==> config.mk <==
export PLATFORM = sky130hd
export DESIGN_NAME = load_number_fifo
export DESIGN_NICKNAME = d
export VERILOG_FILES = /design/src/rtl/load_number_fifo.sv
export SDC_FILE = /design/constraint.sdc
export NUM_CORES = 1
export LEC_CHECK = 0
export ABC_AREA = 1
export ABC_CLOCK_PERIOD_IN_PS = 3500
export CAP_MARGIN = 20
export CORE_ASPECT_RATIO = 0.75
export CORE_MARGIN = 3
export CORE_UTILIZATION = 62
export CTS_BUF_LIST = sky130_fd_sc_hd__clkbuf_8
export DETAILED_ROUTE_END_ITERATION = 10
export GPL_ROUTABILITY_DRIVEN = 0
export HOLD_SLACK_MARGIN = 0.08
export PLACE_DENSITY = 0.95
export SETUP_SLACK_MARGIN = 0.3
export SLEW_MARGIN = 10
export SYNTH_ARGS = -nofsm -noshare
export SYNTH_HDL_FRONTEND = slang
export SYNTH_SLANG_ARGS = --single-unit
==> constraint.sdc <==
create_clock -name clk -period 3.5 [get_ports clk]
set_clock_uncertainty 0.15 [all_clocks]
set_input_delay 1.05 -clock clk [delete_from_list [all_inputs] [get_ports clk]]
set_output_delay 1.05 -clock clk [all_outputs]
set_load 0.03 [all_outputs]
==> src/rtl/load_number_fifo.sv <==
// load_number_fifo: DEPTH-entry circular buffer between the stimulus driver's
// load strobe and a valid/ready consumer. Registered outputs only: a word
// written into an empty buffer appears on out_data one cycle later (no bypass).
// Pointers wrap explicitly at DEPTH-1, so DEPTH need not be a power of two
// (supported range 2..15, bounded by the 4-bit count port).
module load_number_fifo #(
  parameter int WIDTH = 8,
  parameter int DEPTH = 5
) (
  input  logic             clk,
  input  logic             rst_n,
  input  logic             load,
  input  logic [WIDTH-1:0] number,
  input  logic             clear,
  input  logic             out_ready,
  output logic             out_valid,
  output logic [WIDTH-1:0] out_data,
  output logic [3:0]       count,
  output logic             full,
  output logic             overflow
);

  localparam int PW = (DEPTH > 1) ? $clog2(DEPTH) : 1;
  localparam logic [PW-1:0] LAST_PTR = PW'(DEPTH - 1);
  localparam logic [3:0]    DEPTH_C  = 4'(DEPTH);

  logic [WIDTH-1:0] mem [DEPTH];
  logic [PW-1:0]    wr_ptr;
  logic [PW-1:0]    rd_ptr;
  logic [3:0]       count_q;
  logic             overflow_q;

  logic push;
  logic pop;
  logic drop;

  // Pointer increment with explicit wrap; the pointer never holds DEPTH.
  function automatic logic [PW-1:0] ptr_next(input logic [PW-1:0] ptr);
    return (ptr == LAST_PTR) ? '0 : ptr + 1'b1;
  endfunction

  // Output decode from registered state only, so load/number never reach an output.
  always_comb begin
    out_valid = (count_q != 4'd0);
    full      = (count_q == DEPTH_C);
    count     = count_q;
    overflow  = overflow_q;
    out_data  = out_valid ? mem[rd_ptr] : '0;
  end

  // Handshake decode: a full buffer still accepts a word when the head leaves this cycle.
  always_comb begin
    pop  = out_valid & out_ready;
    push = load & (~full | pop);
    drop = load & full & ~pop;
  end

  // Pointer, occupancy and sticky overflow state; clear outranks push and pop.
  // NOTE: sequential state uses non-blocking assignments so every register samples pre-edge values.
  always_ff @(posedge clk or negedge rst_n) begin
    if (!rst_n) begin
      wr_ptr     <= '0;
      rd_ptr     <= '0;
      count_q    <= 4'd0;
      overflow_q <= 1'b0;
    end else if (clear) begin
      wr_ptr     <= '0;
      rd_ptr     <= '0;
      count_q    <= 4'd0;
      overflow_q <= 1'b0;
    end else begin
      if (push) wr_ptr <= ptr_next(wr_ptr);
      if (pop)  rd_ptr <= ptr_next(rd_ptr);
      case ({push, pop})
        2'b10:   count_q <= count_q + 4'd1;
        2'b01:   count_q <= count_q - 4'd1;
        default: count_q <= count_q;
      endcase
      if (drop) overflow_q <= 1'b1;
    end
  end

  // Storage write; a load coinciding with clear is discarded.
  // NOTE: storage has no reset; out_data is masked by out_valid, so stale contents are never visible.
  always_ff @(posedge clk) begin
    if (push && !clear) mem[wr_ptr] <= number;
  end

endmodule

==> results.sh <==
export IMPL_status="completed"
export IMPL_synthDistinctLibCells=28
export IMPL_num_antenna_cells=0
export IMPL_peakVddDrop_v=0.000580
export IMPL_areaGrowthSynthToFinish_pct=20.2
export IMPL_grt_overflow=0
export IMPL_ys_seq_elements=51
export IMPL_drt_iter0_markers=266
export IMPL_track_usage_pct=25.2
export IMPL_ios=28
export IMPL_first_global_vias=1668
export IMPL_avgRoutedWirePerCell_um=16.7
export IMPL_row_count=18
export IMPL_cp_max_fo=10
export IMPL_min_to="overflow$_DFFE_PN0P_"
export IMPL_drc=0
export IMPL_postCtsSetupBuffers=0
export IMPL_setup_viol=0
export IMPL_rr_endpoint="count[3]$_DFFE_PN0P_"
export IMPL_rr_worst_depth=11
export IMPL_dieArea_sq_um=4550
export IMPL_path_clk_slew_ns=0.08
export IMPL_root_buffer="clkbuf_8"
export IMPL_start_util_pct=67.9
export IMPL_fin_nets=273
export IMPL_ys_seq_area_share_pct=63.1
export IMPL_r2r_start="count[1]$_DFFE_PN0P_"
export IMPL_dp_hpwl_um=3530
export IMPL_hold_violations=0
export IMPL_clock_sinks=51
export IMPL_vias=1754
export IMPL_rsz0062_at_grt="true"
export IMPL_yosysWarnings=0
export IMPL_final_cell_area_sq_um=2810
export IMPL_period_needed_ns=3.11
export IMPL_postSynth_asyncResetShare_pct=21.6
export IMPL_final_common_cell="edfxtp_1"
export IMPL_clk_latency_ns=0.30
export IMPL_avgSynthCellArea_sq_um=10.8
export IMPL_cts_made_buffers=5
export IMPL_crit_path_end_kind="output port"
export IMPL_grt_pass1_wl_um=8400
export IMPL_cts_resized_gates=11
export IMPL_cts_hold_buf=0
export IMPL_slew_headroom_pct=65.0
export IMPL_final_cell_mix="edfxtp_1 (40), nor2_1 (39), inv_1 (23), o21ai_0 (22), nand2_1 (20)"
export IMPL_slew_violations=0
export IMPL_antenna_found_initial=0
export IMPL_fmax_ghz=0.322
export IMPL_cts_tree="done"
export IMPL_firstDrtPassIters=5
export IMPL_hold_slack_ns=0.376
export IMPL_rrSetupSlack_ns=1.42
export IMPL_ant_nets=0
export IMPL_core_area_sq_um=3450
export IMPL_via_per_inst=5.75
export IMPL_arrival_ns=1.91
export IMPL_hp_start="overflow$_DFFE_PN0P_"
export IMPL_postLayoutCoreUtil_pct=81.6
export IMPL_die_w_um=76.9
export IMPL_worstPathRequired_ns=2.30
export IMPL_cp_start_kind="register"
export IMPL_pre_cts_slack_ns=0.379
export IMPL_syn_num_nets=236
export IMPL_max_cap_viol_count=0
export IMPL_finalCritPeriodShare_pct=88.8
export IMPL_hp_class="reg2reg"
export IMPL_p_leak_uw=0.00118
export IMPL_die_h_um=59.2
export IMPL_power_per_cell_area_nw_per_um2=756
export IMPL_synth_ff_type="edfxtp_1"
export IMPL_synth_area_sq_um=2340
export IMPL_dpl_instance_area_sq_um=2710
export IMPL_ctsLongestPathBuffers=2
export IMPL_tightest_slew_ns=0.523
export IMPL_drive_gt1_share_pct=12.2
export IMPL_synth_edff_count=40
export IMPL_holdPathStages=2
export IMPL_fillCellCount=187
export IMPL_final_setup_worst_slack_ns=0.393
export IMPL_grt_max_degree=19
export IMPL_tns_ns=0
export IMPL_htreeDepth=2
export IMPL_crit_type="reg2out"
export IMPL_totalWireLength_um=5100
export IMPL_synth_cells=217
export IMPL_io_buffers=27
==> metrics by stage <==
step	instances	power, uW
after floorplan	217	1420
final	305	2120
after global placement	297	1730
after CTS	305	2120
after detailed placement	297	1770
after global routing	305	2240
==> state kept, by name (all words and copies together), names as in the netlist <==
name and count:
overflow 1, count 4, wr_ptr 3, rd_ptr 3, mem 40
==> area by class of cell <==
type                    count  area [sq um]  share of cell area (%)
well taps                  50          62.6                    2.23
multi-input cells         134           739                    26.3
clock buffers               5          68.8                    2.45
clock inverters             3          37.5                    1.34
repair buffers             34           314                    11.2
inverters                  28           110                    3.92
flip-flops and latches     51          1480                    52.6
==> worst max-delay path: stages (launching register included) <==
cell	delay (ns)
dfrtp_1	0.54
clkinv_2	0.24
o21ai_0	0.14
o22ai_1	0.09
o21ai_1	0.18
inv_1	0.07
clkdlybuf4s15_1	0.34
==> worst max path at each step <==
stage                     startpoint          end  cells past startpoint
2_1_floorplan   count[0]$_DFFE_PN0P_  out_data[6]                      6
3_3_place_gp   rd_ptr[0]$_DFFE_PN0P_  out_data[5]                      6
3_5_place_dp   rd_ptr[1]$_DFFE_PN0P_  out_data[1]                      6
4_1_cts         count[0]$_DFFE_PN0P_  out_data[1]                      7
5_1_grt        rd_ptr[1]$_DFFE_PN0P_  out_data[1]                      6
6_report       rd_ptr[1]$_DFFE_PN0P_  out_data[1]                      6
==> kinds of logic (layout without fill, tap and decap cells) <==
family | after synthesis | after routing | synth area share, %
and+or+nand+nor | 80 | 80 | 16.8
DFF | 51 | 51 | 63.1
AOI/OAI and AO/OA | 46 | 46 | 10.9
buffers and inverters | 32 | 70 | 5.29
adders and majority gates | 6 | 6 | 3.21
xor gates and xnor gates | 2 | 2 | 0.749
==> power breakdown <==
part	internal [uW]	switching [uW]
clock	208	181
combinational	327	639
sequential	700	68.8
==> layer usage <==
metal	vias up	GRT usage (%)	share of wire [%]
li1	824	-	-
met1	836	32.8	42
met2	81	40.8	50
met3	13	6.99	6.7
met4	0	10.1	2.0
met5	-	0	0
==> Yosys cell counts, types with 2 or more instances <==
| cell type | number | area share (%) |
|---|---|---|
| edfxtp_1 | 40 | 51 |
| nor2_1 | 39 | 6.3 |
| inv_1 | 22 | 3.5 |
| o21ai_0 | 22 | 4.7 |
| nand2_1 | 20 | 3.2 |
| dfrtp_1 | 11 | 12 |
| o21ai_1 | 10 | 2.1 |
| o22ai_1 | 9 | 2.4 |
| nand3_1 | 8 | 1.7 |
| ha_1 | 6 | 3.2 |
| inv_2 | 4 | 0.64 |
| a21oi_1 | 3 | 0.64 |
| buf_2 | 3 | 0.64 |
| clkinv_1 | 2 | 0.32 |
| nand2_4 | 2 | 0.96 |
| nand3_4 | 2 | 1.5 |
| nor3_1 | 2 | 0.43 |
| xor2_1 | 2 | 0.75 |
No activity file was read; power rests on OpenSTA's default activity.
